===== src/rtl/exec_stage.sv =====
// exec_stage: multi-cycle execute/writeback stage that owns the write port of the 4x8 register file.
// Define EXEC_MUL_EN to build the shift-add multiplier for opcode 111. Without it, 111 retires with no write.
module exec_stage #(
    parameter int DATA_W = 8,
    parameter int REG_AW = 2
) (
    input  logic              clk,
    input  logic              reset,
    input  logic              in_valid,
    output logic              in_ready,
    input  logic [2:0]        in_op,
    input  logic [REG_AW-1:0] in_rs,
    input  logic [REG_AW-1:0] in_rt,
    input  logic [REG_AW-1:0] in_rd,
    output logic [REG_AW-1:0] rf_read_reg1,
    output logic [REG_AW-1:0] rf_read_reg2,
    input  logic [DATA_W-1:0] rf_read_data1,
    input  logic [DATA_W-1:0] rf_read_data2,
    output logic              rf_write,
    output logic [REG_AW-1:0] rf_write_reg,
    output logic [DATA_W-1:0] rf_write_data,
    output logic              flag_z,
    output logic              flag_c,
    output logic              busy,
    output logic              done
);

    localparam logic [2:0] OP_ADD = 3'b000;
    localparam logic [2:0] OP_SUB = 3'b001;
    localparam logic [2:0] OP_AND = 3'b010;
    localparam logic [2:0] OP_OR  = 3'b011;
    localparam logic [2:0] OP_XOR = 3'b100;
    localparam logic [2:0] OP_SHL = 3'b101;
    localparam logic [2:0] OP_SHR = 3'b110;
    localparam logic [2:0] OP_MUL = 3'b111;

`ifdef EXEC_MUL_EN
    typedef enum logic [2:0] {IDLE = 3'd0, RD1 = 3'd1, RD2 = 3'd2, MUL = 3'd3, WB = 3'd4} state_t;
`else
    typedef enum logic [2:0] {IDLE = 3'd0, RD1 = 3'd1, RD2 = 3'd2, WB = 3'd4} state_t;
`endif

    state_t              state_r;
    state_t              state_nx_s;
    logic [2:0]          op_r;
    logic [REG_AW-1:0]   rd_r;
    logic [DATA_W:0]     alu_s;

    // Single-cycle ALU; bit DATA_W carries carry, borrow or the last bit shifted out.
    function automatic logic [DATA_W:0] alu_f(input logic [2:0] op,
                                              input logic [DATA_W-1:0] a,
                                              input logic [DATA_W-1:0] b);
        logic [DATA_W:0] r;
        logic [DATA_W:0] t;
        r = {(DATA_W+1){1'b0}};
        t = {a, 1'b0} >> b[2:0];
        case (op)
            OP_ADD:  r = {1'b0, a} + {1'b0, b};
            OP_SUB:  r = {1'b0, a} - {1'b0, b};
            OP_AND:  r = {1'b0, a & b};
            OP_OR:   r = {1'b0, a | b};
            OP_XOR:  r = {1'b0, a ^ b};
            OP_SHL:  r = {1'b0, a} << b[2:0];
            OP_SHR:  r = {t[0], t[DATA_W:1]};
            default: r = {(DATA_W+1){1'b0}};
        endcase
        return r;
    endfunction

    // ALU result from the operands presented by the register file during RD2.
    always_comb begin
        alu_s = alu_f(op_r, rf_read_data1, rf_read_data2);
    end

`ifdef EXEC_MUL_EN
    localparam int CNT_W = $clog2(DATA_W);

    logic [2*DATA_W-1:0] acc_r;
    logic [2*DATA_W-1:0] mcand_r;
    logic [2*DATA_W-1:0] acc_nx_s;
    logic [DATA_W-1:0]   mplier_r;
    logic [CNT_W-1:0]    cnt_r;
    logic                mul_last_s;

    assign acc_nx_s   = acc_r + (mplier_r[0] ? mcand_r : {(2*DATA_W){1'b0}});
    assign mul_last_s = (cnt_r == CNT_W'(DATA_W - 1));

    // Shift-add multiplier: operands loaded in RD2, one multiplier bit retired per MUL cycle.
    always_ff @(posedge clk or posedge reset) begin
        if (reset) begin
            acc_r    <= {(2*DATA_W){1'b0}};
            mcand_r  <= {(2*DATA_W){1'b0}};
            mplier_r <= {DATA_W{1'b0}};
            cnt_r    <= {CNT_W{1'b0}};
        end else if (state_r == RD2) begin
            acc_r    <= {(2*DATA_W){1'b0}};
            mcand_r  <= {{DATA_W{1'b0}}, rf_read_data1};
            mplier_r <= rf_read_data2;
            cnt_r    <= {CNT_W{1'b0}};
        end else if (state_r == MUL) begin
            acc_r    <= acc_nx_s;
            mcand_r  <= mcand_r << 1;
            mplier_r <= mplier_r >> 1;
            cnt_r    <= cnt_r + CNT_W'(1);
        end
    end
`endif

    // State register.
    always_ff @(posedge clk or posedge reset) begin
        if (reset) begin
            state_r <= IDLE;
        end else begin
            state_r <= state_nx_s;
        end
    end

    // Next-state logic; in_valid is only looked at in IDLE.
    always_comb begin
        state_nx_s = state_r;
        case (state_r)
            IDLE: begin
                if (in_valid) begin
                    state_nx_s = RD1;
                end else begin
                    state_nx_s = IDLE;
                end
            end
            RD1: state_nx_s = RD2;
            RD2: begin
                if (op_r == OP_MUL) begin
`ifdef EXEC_MUL_EN
                    state_nx_s = MUL;
`else
                    state_nx_s = IDLE;
`endif
                end else begin
                    state_nx_s = WB;
                end
            end
`ifdef EXEC_MUL_EN
            MUL: begin
                if (mul_last_s) begin
                    state_nx_s = WB;
                end else begin
                    state_nx_s = MUL;
                end
            end
`endif
            WB:      state_nx_s = IDLE;
            default: state_nx_s = IDLE;
        endcase
    end

    // Instruction latch, read addresses and the registered write port / flags.
    always_ff @(posedge clk or posedge reset) begin
        if (reset) begin
            op_r          <= 3'b000;
            rd_r          <= {REG_AW{1'b0}};
            rf_read_reg1  <= {REG_AW{1'b0}};
            rf_read_reg2  <= {REG_AW{1'b0}};
            rf_write      <= 1'b0;
            rf_write_reg  <= {REG_AW{1'b0}};
            rf_write_data <= {DATA_W{1'b0}};
            flag_z        <= 1'b0;
            flag_c        <= 1'b0;
            done          <= 1'b0;
        end else begin
            rf_write <= 1'b0;
            done     <= 1'b0;
            case (state_r)
                IDLE: begin
                    if (in_valid) begin
                        op_r         <= in_op;
                        rd_r         <= in_rd;
                        rf_read_reg1 <= in_rs;
                        rf_read_reg2 <= in_rt;
                    end
                end
                RD2: begin
                    if (op_r != OP_MUL) begin
                        rf_write      <= 1'b1;
                        done          <= 1'b1;
                        rf_write_reg  <= rd_r;
                        rf_write_data <= alu_s[DATA_W-1:0];
                        flag_z        <= (alu_s[DATA_W-1:0] == {DATA_W{1'b0}});
                        flag_c        <= alu_s[DATA_W];
                    end
                end
`ifdef EXEC_MUL_EN
                MUL: begin
                    if (mul_last_s) begin
                        rf_write      <= 1'b1;
                        done          <= 1'b1;
                        rf_write_reg  <= rd_r;
                        rf_write_data <= acc_nx_s[DATA_W-1:0];
                        flag_z        <= (acc_nx_s[DATA_W-1:0] == {DATA_W{1'b0}});
                        flag_c        <= (acc_nx_s[2*DATA_W-1:DATA_W] != {DATA_W{1'b0}});
                    end
                end
`endif
                default: ;
            endcase
        end
    end

    assign in_ready = (state_r == IDLE) && !reset;
    assign busy     = (state_r != IDLE);

endmodule


===== config.mk =====
export PLATFORM = sky130hd
export DESIGN_NAME = exec_stage
export DESIGN_NICKNAME = d
export VERILOG_FILES = /design/src/rtl/exec_stage.sv
export SDC_FILE = /design/constraint.sdc
export NUM_CORES = 1
export LEC_CHECK = 0
export BUFFER_PORTS_ARGS = -buffer_cell sky130_fd_sc_hd__buf_2
export CORE_ASPECT_RATIO = 0.7
export CORE_MARGIN = 2
export CORE_UTILIZATION = 35
export DETAILED_ROUTE_END_ITERATION = 7
export GPL_TIMING_DRIVEN = 0
export SLEW_MARGIN = 20
export SYNTH_ARGS = -nofsm -noshare
export SYNTH_HDL_FRONTEND = slang
export SYNTH_SLANG_ARGS = --single-unit

===== constraint.sdc =====
create_clock -name clk -period 3.6 [get_ports clk]
set_clock_uncertainty 0.2 [all_clocks]
set_input_delay 0.36 -clock clk [delete_from_list [all_inputs] [get_ports clk]]
set_output_delay 0.36 -clock clk [all_outputs]
set_load 0.05 [all_outputs]

Word-level counts from Yosys, hierarchy flattened
Index checks and enable logic that the tools add are counted.
Word-level totals
  output and inout bits: 20
  bits of input ports: 28
  word-level logic and storage cells: 41
  register bits after elaboration: 25
Operators by class
  mux-type cells: 6
  bitwise gates (word level): 3
  reduce and logical (&&, ||, !) cells: 8
  $add $sub $neg: 2
  shift-type cells: 2
  equality and inequality tests: 10
Operators with widths (count)
  $pmux W9 S7: 1
  $eq A3 B3 Y1 const B: 4
  $add A8 B8 Y9: 1
  $eq A3 B2 Y1 const B: 3
  $pmux W3 S3: 1
  $shl A8 B3 Y9: 1
  $shr A9 B3 Y9: 1
  $sub A8 B8 Y9: 1
  $and A8 B8 Y8: 1
  $logic_not A8 Y1: 1
  $or A8 B8 Y8: 1
  $xor A8 B8 Y8: 1
  $eq A3 B1 Y1 const B: 2
  $logic_not A3 Y1: 2
  $reduce_and A2 Y1: 2
  $mux W1: 3
  $mux W3: 1
  $ne A3 B3 Y1 const B: 1
  $reduce_bool A3 Y1: 1
  $logic_and A1 B1 Y1: 1
  $logic_not A1 Y1: 1

Longest topological paths before layout
Gate-level depths: netlist of the first run.
  word-level depth: 3
  mapped depth: 14
  depth with buffers taken out: 11

Worst setup path after synthesis of the first run
OpenSTA, ideal clock, no wires.
  path type: flip-flop to flip-flop
  from: reg op_r[1]
  to: reg flag_z
  path buffers: 2
  setup time: 0.103 ns
  cell stages (with the launch flop): 12
  arrival time: 2.967 ns
  slack: 0.330 ns
  path through: dfrtp_1 > buf_2 > clkbuf_1 > nor3b_2 > mux2i_1 > fa_1 > a211oi_1 > nor2_1 > xor2_1 > a221oi_1 > nand4_1 > o41ai_2
Between the ends
  longest elaborated chain between the ends: 3
  elaborated cells on any way between the ends: 11
  classes of those cells: 7 x eq/ne; 1 x mux; 3 x reduce/logical
RTL lines
  start, declared: line 45  | logic [2:0] op_r;
  start signal, assigned: line 174  | op_r <= in_op;
  $eq A3 B3 Y1 (tied with other cells): line 57  | case (op)
  $pmux W9 S7: line 57
  $logic_not A8 Y1: line 186  | flag_z <= (alu_s[DATA_W-1:0] == {DATA_W{1'b0}});
  end signal, assigned: line 186
  end, declared: line 22  | output logic flag_z,
Parallel ways exist; a longest one is shown, timed or not.
A chain may end at the register's enable or synchronous reset.

Worst setup path after layout of the first run
Same ends and word-level chain as after synthesis.

==> results of run 1 <==
==> power groups by stage <==
stage          clock network (uW)  registers (uW)  logic (uW)
4_1_cts                       177             490        1670
3_3_place_gp                    0             491        1630
6_report                      168             488        1680
2_1_floorplan                   0             794         957
3_5_place_dp                    0             495        1640
5_1_grt                       189             513        1820
==> kinds of logic (layout without fill, tap and decap cells) <==
family                   count (synthesis)  count (layout)
AO/OA/AOI/OAI                           65              65
XOR/XNOR                                13              13
adder cells (fa/ha/maj)                 27              27
buffers and inverters                   41              93
flip-flops                              25              25
multiplexers                            28              28
AND/OR/NAND/NOR                         81              81
==> routing by layer <==
layer | GRT usage | wire length (um) | vias up
li1 | - | - | 1124
met3 | 0.0419 | 726 | 6
met1 | 0.274 | 3350 | 1109
met5 | 0 | 0 | -
met2 | 0.259 | 2920 | 101
met4 | 0.0247 | 40 | 0
==> area by class of cell <==
type | count | share of cell area
buffer | 17 | 0.0321
clock buffer | 3 | 0.0136
clock inverter | 1 | 0.00165
inverter | 23 | 0.0284
multi-input combinational | 214 | 0.595
sequential | 25 | 0.206
tap | 98 | 0.0404
timing repair buffer | 49 | 0.0824
==> layout by cell type, fill, tap and decap left out, types with 3 or more instances in the layout <==
cell type / Yosys / routed
a211oi_1: 4 / 3
a21o_1: 6 / 6
a21oi_1: 6 / 6
a22oi_1: 9 / 9
a31oi_1: 4 / 4
a41oi_1: 3 / 3
buf_2: 5 / 51
buf_4: 3 / 5
clkbuf_1: 8 / 6
clkbuf_8: 0 / 3
dfrtp_1: 25 / 25
ha_1: 26 / 26
inv_1: 23 / 23
mux2_2: 12 / 12
mux2i_1: 7 / 7
mux4_2: 8 / 8
nand2_1: 18 / 18
nand3b_1: 3 / 3
nand4b_1: 3 / 3
nor2_1: 25 / 25
nor2b_1: 3 / 3
o21ai_0: 9 / 9
o21ai_1: 3 / 3
o221ai_1: 4 / 4
xnor2_1: 8 / 8
xor2_1: 5 / 5
==> Yosys cell counts (2+ instances only) <==
master    number  share of area
a211o_1        2         0.0067
a211oi_1       4          0.012
a21o_1         6          0.017
a21oi_1        6          0.012
a221oi_1       2         0.0067
a22oi_1        9          0.026
a31oi_1        4         0.0096
a41oi_1        3          0.010
and2_1         2         0.0048
and3_1         2         0.0048
and3b_1        2         0.0067
and4bb_1       2         0.0096
buf_2          5         0.0096
buf_4          3         0.0086
buf_6          2         0.0086
clkbuf_1       8          0.012
dfrtp_1       25           0.24
ha_1          26           0.12
inv_1         23          0.033
mux2_2        12          0.052
mux2i_1        7          0.027
mux4_2         8          0.069
nand2_1       18          0.026
nand2b_1       2         0.0048
nand3_1        2         0.0038
nand3b_1       3         0.0086
nand4b_1       3          0.010
nor2_1        25          0.036
nor2b_1        3         0.0072
o211ai_1       2         0.0058
o21ai_0        9          0.017
o21ai_1        3         0.0058
o221ai_1       4          0.013
o22ai_1        2         0.0048
or2_2          2         0.0048
xnor2_1        8          0.027
xor2_1         5          0.017
==> repair_timing <==
action                     CTS  global route
cloned                       0             0
buffers inserted             2             0
setup endpoints to repair    2             1
pin swaps                    1             0
resized for setup            1             5
==> per-stage QoR <==
step                cell area [sq um]  setup slack (ns)  hold WS [ns]  power [uW]  setup TNS [ns]
finish                           3040             0.233        0.0958        2340               0
global route                     3040            0.0546         0.114        2520               0
CTS                              3030            0.0665         0.109        2340               0
detailed placement               2970            -0.251         0.239        2140          -0.289
global placement                 2970            -0.236         0.228        2120          -0.285
floorplan                        2610             0.330         0.187        1750               0
==> worst max-delay path by stage <==
stage	start	slack [ns]	to
floorplan	op_r[1]	0.33	flag_z
global placement	op_r[1]	-0.24	flag_z
detailed placement	op_r[1]	-0.25	flag_z
CTS	rf_read_data2[1]	0.07	flag_z
global route	op_r[1]	0.05	flag_z
finish	op_r[1]	0.23	flag_z
==> summary.txt, run 1 <==
H-tree levels: 1
Filler Cells Inserted: 764
Largest register by flop count: rf_write_data
Max transition margin: 0.369
Initial antenna violation count: 0
Adder-Cell Fraction of Synth Area: 0.132
Status: finished clean
Post-synthesis mux area share: 0.152
Critical Path AT: 3.34 ns
Max reg flops: 8
Worst-Margin Slew: 0.946 ns
Root buf cell: clkbuf_8
DRT iter0 DRCs: 219
Reg-to-Reg Start: op_r[1]
Worst path cell trace: buf_2 > clkbuf_2 > nor3b_4 > buf_4 > nor2_1 > xnor2_1 > ha_1 > a211oi_2 > nor2_1 > xor2_1 > a221oi_1 > nand4_1 > o41ai_2
Number of synthesized flops with an enable pin: 0
Synthesized net count: 335
Worst Path Required: 3.58 ns
Via density: 5.44
N_diodes: 0
Crit Path Max Fanout: 10
Finished Core Util: 0.419
Prevailing post-synth register cell: dfrtp_1
Share of cells above drive strength 1: 0.292
Most common cell on crit path: nor2_1
Mapped cell area: 2610 sq um
Buffer and inverter count on the worst path: 3
Critical Path Slowest Stage Cell: a221oi_1
Peak supply drop: 0.410 mV
Antenna viol nets, final: 0
Initial Util: 0.360
Max incr delay on CP: 0.40 ns
Clock Tree Buf Depth: 2
Global-route wire length before repair: 11600 um
Grt ovf: 0
Hold_buf cts: 0
Reg2reg path depth: 13
Reg area: 626 sq um
Placed cell count: 425
GP Congestion: 0.993
Worst Hold Class: in2async
IO buf count: 47
Io pins: 48
Switching share of power: 0.533
Mean routed wirelength per cell: 16.4 um
Int Power: 1090 uW
GRT Total Usage: 0.179
Ys Warns: 0
Site Rows: 26
Clock buffer count from CTS: 3
Top flop regs: rf_write_data: 8 flops, op_r: 3 flops, state_r: 3 flops
Routed WL: 7040 um
Via Count: 2340
Slew Viols, Final: 0
Seq pwr share: 0.209
Avg Inst Size Synth: 9.32 sq um
TritonCTS Sinks: 25
DR pass1 iterations: 4
Critical path class: reg2reg
Crit-path leading delay family: compound AO/OA/AOI/OAI gates
Stages on the worst setup path: 13
Final Non-Filler Cells: 430
CP Capture Type: register
Crit Reg-Reg Endpoint: flag_z
Static Leak: 0.00143 uW
Switching power: 1240 uW
Final Cycle Share: 0.935
Area grow syn2layout: 16.4%
Worst-skew pair later-pin latency: 0.27 ns
Post-synthesis instance total: 280
Die ar.: 8170 sq um
Final #Nets: 388
Hold Vio Cnt, Final: 0
Max Freq: 297 MHz
PwrDens: 770 nW/um^2
Synth Register Bits: 25
Synth Area in Simple Gates: 0.178
HPWL after detailed placement: 5670 um
Clock share of power: 0.072
Combinational power share: 0.720
Vias in the first global route: 2260
Die X: 107 um
Ys async rst share: 1.00
Largest net degree at the start of global routing: 26
CTS tree: done
Final setup viols: 0
Die Ht: 76.2 um
Flop2flop setup slack: 0.23 ns
RSZ-0062 raised after global routing: false
Max-cap violations: 0
Multi-input logic area: 1810 sq um
Synth unique cells: 63
Post-layout min period: 3.37 ns
Largest family of logic cells by synthesized area: compound AO/OA/AOI/OAI gates
Core area: 7250 sq um
Residual DRC: 0
Synth Area in Compound Gates: 0.182
CP Launch Type: register
XOR/XNOR Fraction of Synth Area: 0.0436
CTS clk-pin slew, worst paths: 0.09 ns
Sequential share of the synthesized area: 0.240
Power figures use the tool's default switching activity.
==> inputs of run 2 (changes only) <==
--- a/config.mk
+++ b/config.mk
@@ -6,11 +6,14 @@
 export NUM_CORES = 1
 export LEC_CHECK = 0
 export BUFFER_PORTS_ARGS = -buffer_cell sky130_fd_sc_hd__buf_2
+export CELL_PAD_IN_SITES_DETAIL_PLACEMENT = 0
+export CELL_PAD_IN_SITES_GLOBAL_PLACEMENT = 1
 export CORE_ASPECT_RATIO = 0.7
 export CORE_MARGIN = 2
 export CORE_UTILIZATION = 35
 export DETAILED_ROUTE_END_ITERATION = 7
 export GPL_TIMING_DRIVEN = 0
+export PLACE_DENSITY_LB_ADDON = 0.1
 export SLEW_MARGIN = 20
 export SYNTH_ARGS = -nofsm -noshare
 export SYNTH_HDL_FRONTEND = slang
==> run 2 against run 1 <==
Compared with the run above:
- count of clock-buffer cells in the layout unchanged
- sequential share of layout area about the same
- critical path depth increased by 2
- utilization increased by 0.052 points
- non-clock buffer count unchanged
==> summary.txt, run 2 (synthesis gave the netlist of run 1 again) <==
Status: finished clean
Max Freq: 293 MHz (-1.5%)
Critical Path Slowest Stage Cell: o21ai_0
Setup TNS: 0 ns (unchanged)
Reg2reg path depth: 11 (-2)
Largest net degree at the start of global routing: 26 (unchanged)
Peak supply drop: 0.399 mV (-2.7%)
Via density: 5.37 (-1.2%)
Stages on the worst setup path: 15 (+2)
Max reg flops: 8 (unchanged)
GP Congestion: 0.900 (-9.3%)
Initial antenna violation count: 0 (unchanged)
Via Count: 2311 (-1.2%)
Routed WL: 7320 um (+3.9%)
Buffer and inverter count on the worst path: 5 (+2)
Fin area: 3040 sq um (+0.12%)
Io pins: 48 (unchanged)
N_diodes: 0 (unchanged)
IO buf count: 47 (unchanged)
CTS clk-pin slew, worst paths: 0.09 ns (about the same)
Top flop regs: rf_write_data: 8 flops, op_r: 3 flops, state_r: 3 flops
Crit-path leading delay family: compound AO/OA/AOI/OAI gates
Worst Hold Class: in2async
Worst-skew pair later-pin latency: 0.27 ns (about the same)
Residual DRC: 0 (unchanged)
Root buf cell: clkbuf_8
Critical Path AT: 3.39 ns (+0.05 ns)
RSZ-0062 raised after global routing: false
Antenna viol nets, final: 0 (unchanged)
Die ar.: 8170 sq um (unchanged)
Max-cap violations: 0 (unchanged)
HPWL after detailed placement: 5820 um (+2.8%)
Hold_buf cts: 0 (unchanged)
Hold Vio Cnt, Final: 0 (unchanged)
Max transition margin: 0.364 (-0.00436)
Post-layout min period: 3.42 ns (+0.0503 ns)
Site Rows: 26 (unchanged)
Core area: 7250 sq um (unchanged)
Die Ht: 76.2 um (unchanged)
Final setup viols: 0 (unchanged)
Worst-Margin Slew: 0.952 ns (+0.00654 ns)
GRT Total Usage: 0.186 (+0.00785)
Area after DPL: 2970 sq um (unchanged)
Worst path cell trace: buf_2 > buf_6 > buf_4 > buf_2 > inv_1 > ha_1 > nor2_1 > xnor2_1 > ha_1 > and3b_1 > o21ai_0 > a32oi_1 > xnor2_1 > o211ai_1 > o41ai_2
Placed cell count: 425 (unchanged)
TritonCTS Sinks: 25 (unchanged)
Worst Path Required: 3.58 ns (about the same)
Crit Path Max Fanout: 10 (unchanged)
Initial Util: 0.360 (unchanged)
Final Non-Filler Cells: 430 (unchanged)
PwrDens: 774 nW/um^2 (+0.57%)
CTS tree: done
Mean routed wirelength per cell: 17.0 um (+3.9%)
Final Cycle Share: 0.949 (+0.0140)
Critical path class: in2reg
Commonest non-fill, non-tap cells in the layout: buf_2 (52), ha_1 (26), nor2_1 (25), dfrtp_1 (25), inv_1 (23)
Grt ovf: 0 (unchanged)
Filler Cells Inserted: 744 (-2.6%)
Area grow syn2layout: 16.5%
DRT iter0 DRCs: 123 (-44%)
Clock buffer count from CTS: 3 (unchanged)
H-tree levels: 1 (unchanged)
Vias in the first global route: 2241 (-0.84%)
Die X: 107 um (unchanged)
Slew Viols, Final: 0 (unchanged)
Global-route wire length before repair: 12200 um (+4.5%)
Static Leak: 0.00144 uW (about the same)
CP Capture Type: register
Clock Tree Buf Depth: 2 (unchanged)
Share of cells above drive strength 1: 0.295 (+0.00301)
Max incr delay on CP: 0.33 ns (-0.07 ns)
CP Launch Type: input port
Commonest non-fill, non-tap cell in the layout: buf_2
Final #Nets: 388 (unchanged)
DR pass1 iterations: 4 (unchanged)
Largest register by flop count: rf_write_data
run 2: cell counts in the layout (fill, tap and decap cells not counted):
No cell type changed its count.
run 2: through the flow:
stage / hold WS (ns) / util / setup slack [ns] / power [uW]
2_1_floorplan: 0.187 / - / 0.330 / 1750
3_3_place_gp: 0.224 / 0.409 / -0.296 / 2160
3_5_place_dp: 0.232 / 0.409 / -0.305 / 2160
4_1_cts: 0.115 / 0.417 / 0.0387 / 2350
5_1_grt: 0.118 / 0.419 / 0.0112 / 2540
6_report: 0.105 / 0.419 / 0.182 / 2350
run 2: worst paths after layout:
kind	from	end	slack [ns]
hold / removal	reset	rf_write_data[3]	0.11
setup / recovery	rf_read_data2[1]	flag_z	0.18
min in group clk	in_rs[0]	rf_read_reg1[0]	0.13
max in group asynchronous	reset	op_r[1]	2.51
setup reg to reg	op_r[1]	flag_z	0.26
hold reg to reg	state_r[2]	state_r[1]	0.23
run 2: per-layer routing:
metal / up-vias / global-route usage / share of wire
met5: - / 0 / 0
met4: 0 / 0.0117 / 0.0023
met3: 2 / 0.0419 / 0.068
met2: 77 / 0.261 / 0.40
met1: 1103 / 0.300 / 0.53
li1: 1129 / - / -
run 2: what timing repair did:
item / 4_1_cts / 5_1_grt
gates resized for setup: 1 / 6
endpoints found under the setup margin: 5 / 2
pin swaps: 1 / 0
setup buffers: 1 / 0
run 2: worst register-to-register path, stage by stage (launching register included):
cell and delay [ns]:
dfrtp_1 0.37, buf_2 0.18, clkbuf_2 0.22, nor3b_4 0.25, mux2i_1 0.31, fa_1 0.46, nand2b_1 0.09, a21o_1 0.11
o221ai_1 0.18, a211oi_1 0.34, nand4_1 0.19, o41ai_2 0.35
run 2: final cells by class:
| type | count | area [sq um] | area share |
|---|---|---|---|
| tap | 98 | 123 | 0.0403 |
| multi-input combinational | 214 | 1810 | 0.597 |
| clock buffer | 3 | 41.3 | 0.0136 |
| timing repair buffer | 48 | 243 | 0.0798 |
| sequential | 25 | 626 | 0.206 |
| buffer | 18 | 103 | 0.0337 |
| clock inverter | 1 | 5.00 | 0.00165 |
| inverter | 23 | 86.3 | 0.0284 |
run 2: report_power, final:
group          switching, uW  total [uW]  internal, uW
registers               76.0         490           414
logic                   1100        1700           599
clock network           86.7         164          77.3
total                   1260        2350          1090
==> inputs of run 3 (changes only) <==
--- a/config.mk
+++ b/config.mk
@@ -5,13 +5,13 @@
 export SDC_FILE = /design/constraint.sdc
 export NUM_CORES = 1
 export LEC_CHECK = 0
-export BUFFER_PORTS_ARGS = -buffer_cell sky130_fd_sc_hd__buf_2
 export CELL_PAD_IN_SITES_DETAIL_PLACEMENT = 0
 export CELL_PAD_IN_SITES_GLOBAL_PLACEMENT = 1
 export CORE_ASPECT_RATIO = 0.7
 export CORE_MARGIN = 2
 export CORE_UTILIZATION = 35
 export DETAILED_ROUTE_END_ITERATION = 7
+export DONT_BUFFER_PORTS = 1
 export GPL_TIMING_DRIVEN = 0
 export PLACE_DENSITY_LB_ADDON = 0.1
 export SLEW_MARGIN = 20
==> run 3 against run 2 <==
Compared with the run above:
- sequential power is 67% higher
- count of clock-buffer cells in the layout is 1 higher
- non-clock buffer count is 45 lower
- sequential share of layout area is 1.6 points higher
- clock power hardly changed
- maximum frequency is 1.7% higher
- setup slack better by 0.059 ns
- final area is 7.2% lower
- combinational power is 26% lower
- final cell count is 10% lower
- wire length is 1.7% higher
- critical endpoint unchanged
- highest routed layer is now met3
==> summary.txt, run 3 (synthesis gave the netlist of run 1 again) <==
Status: finished clean
Largest register by flop count: rf_write_data
Root buf cell: clkbuf_8
Clock Tree Buf Depth: 2 (unchanged)
Final setup viols: 0 (unchanged)
Hold Vio Cnt, Final: 0 (unchanged)
Global-route wire length before repair: 12100 um (-0.34%)
HPWL after detailed placement: 5880 um (+1.0%)
Grt ovf: 0 (unchanged)
Via density: 5.66 (+5.3%)
Post-layout min period: 3.36 ns (-0.0586 ns)
IO buf count: 0 (-100%)
Area grow syn2layout: 8.15%
Crit Path Max Fanout: 10 (unchanged)
Max reg flops: 8 (unchanged)
Via Count: 2179 (-5.7%)
RSZ-0062 raised after global routing: false
Final Cycle Share: 0.933 (-0.0163)
Io pins: 48 (unchanged)
Critical Path Slowest Stage Cell: fa_1
Max incr delay on CP: 0.47 ns (+0.14 ns)
Share of cells above drive strength 1: 0.178 (-0.117)
DRT iter0 DRCs: 164 (+33%)
Antenna viol nets, final: 0 (unchanged)
Final Total Pwr: 2240 uW (-4.7%)
CP Launch Type: register
Minimum hold slack: 0.0386 ns (-0.0668 ns)
Worst-Margin Slew: 0.898 ns (-0.0543 ns)
DR pass1 iterations: 4 (unchanged)
Worst Setup SP: op_r[1]
CP Capture Type: register
Die ar.: 8170 sq um (unchanged)
Area after DPL: 2730 sq um (-7.9%)
Max transition margin: 0.398 (+0.0332)
GP Congestion: 0.862 (-4.2%)
Worst Hold Class: in2reg
Residual DRC: 0 (unchanged)
N_diodes: 0 (unchanged)
Largest net degree at the start of global routing: 26 (unchanged)
GRT Total Usage: 0.189 (+0.00246)
Commonest non-fill, non-tap cells in the layout: ha_1 (26), nor2_1 (25), dfrtp_1 (25)
Setup TNS: 0 ns (unchanged)
Initial antenna violation count: 0 (unchanged)
CTS tree: done
Peak supply drop: 0.419 mV (+5.0%)
Flop2flop setup slack: 0.24 ns (-0.02 ns)
Critical Path AT: 3.33 ns (-0.06 ns)
CTS clk-pin slew, worst paths: 0.08 ns (about the same)
Clock buffer count from CTS: 3 (unchanged)
Max-cap violations: 0 (unchanged)
Routed WL: 7440 um (+1.7%)
Hold path start: in_op[2]
Vias in the first global route: 2151 (-4.0%)
PwrDens: 795 nW/um^2 (+2.7%)
Worst path cell trace: buf_2 > clkbuf_2 > nor3b_4 > mux2i_1 > fa_1 > nand2b_1 > a21o_1 > o221ai_1 > a211oi_1 > nand4_1 > o41ai_2
Mean routed wirelength per cell: 19.3 um (+14%)
Reg-to-Reg Start: op_r[1]
Die Ht: 76.2 um (unchanged)
Worst Path Required: 3.57 ns (about the same)
H-tree levels: 1 (unchanged)
Top flop regs: rf_write_data: 8 flops, op_r: 3 flops, state_r: 3 flops
Max Freq: 298 MHz (+1.7%)
Commonest non-fill, non-tap cell in the layout: ha_1
Critical path class: reg2reg
Slew Viols, Final: 0 (unchanged)
Core area: 7250 sq um (unchanged)
Static Leak: 0.00125 uW (-13%)
Worst-skew pair later-pin latency: 0.26 ns (about the same)
TritonCTS Sinks: 25 (unchanged)
Fin area: 2820 sq um (-7.2%)
Die X: 107 um (unchanged)
Final #Nets: 343 (-12%)
Initial Util: 0.360 (unchanged)
Site Rows: 26 (unchanged)
[run 3: what timing repair did]
item | CTS | global route
setup buffers | 2 | 0
hold buffers | 0 | 1
endpoints found under the hold margin | 0 | 25
pin swaps | 1 | 0
setup endpoints to repair | 5 | 5
resized for setup | 2 | 6
[run 3: layout make-up]
class	count	area (sq um)
repair buffers	3	25.0
flip-flops and latches	25	626
multi-input cells	214	1810
fillers	732	4430
clock buffers	4	45.0
inverters	23	86.3
plain buffers	18	103
well taps	98	123
[run 3: worst max-delay path, delay by kind of cell, from the launching register on]
kind / cells / cell delay (ns)
AO/OA/AOI/OAI: 4 / 0.96
AND/OR/NAND/NOR: 3 / 0.52
adder cells (fa/ha/maj): 1 / 0.47
buffers and inverters: 2 / 0.41
flip-flops: 1 / 0.38
multiplexers: 1 / 0.32
[run 3: worst paths after layout]
| path | endpoint | depth (start not counted) |
|---|---|---|
| min reg2reg | state_r[1] | 1 |
| min | op_r[2] | 1 |
| min in group asynchronous | rf_write_reg[0] | 2 |
| max in group asynchronous | rf_read_reg1[1] | 2 |
| max reg2reg | flag_z | 11 |
| max | flag_z | 11 |
[run 3: power breakdown]
part / internal, uW / leakage (uW) / switching (uW)
Combinational: 524 / 0.000918 / 738
Sequential: 409 / 0.000305 / 409
Clock: 79.1 / 0.0000228 / 84.5
Total: 1010 / 0.00125 / 1230
[run 3: per-stage QoR]
step	utilization	std cells	setup WS (ns)
6_report	0.389	385	0.241
5_1_grt	0.389	385	0.00708
4_1_cts	0.386	384	0.0423
3_5_place_dp	0.377	378	-0.289
3_3_place_gp	0.377	378	-0.270
2_1_floorplan	-	280	0.330
[run 3: layer usage]
layer  vias up  track usage  part of all wire  routed length [um]
li1       1039            -                 -                   -
met1      1059        0.303              0.53                3930
met2        81        0.251              0.39                2910
met3         0       0.0599             0.081                 603
met4         0       0.0169                 0                   0
met5         -            0                 0                   0
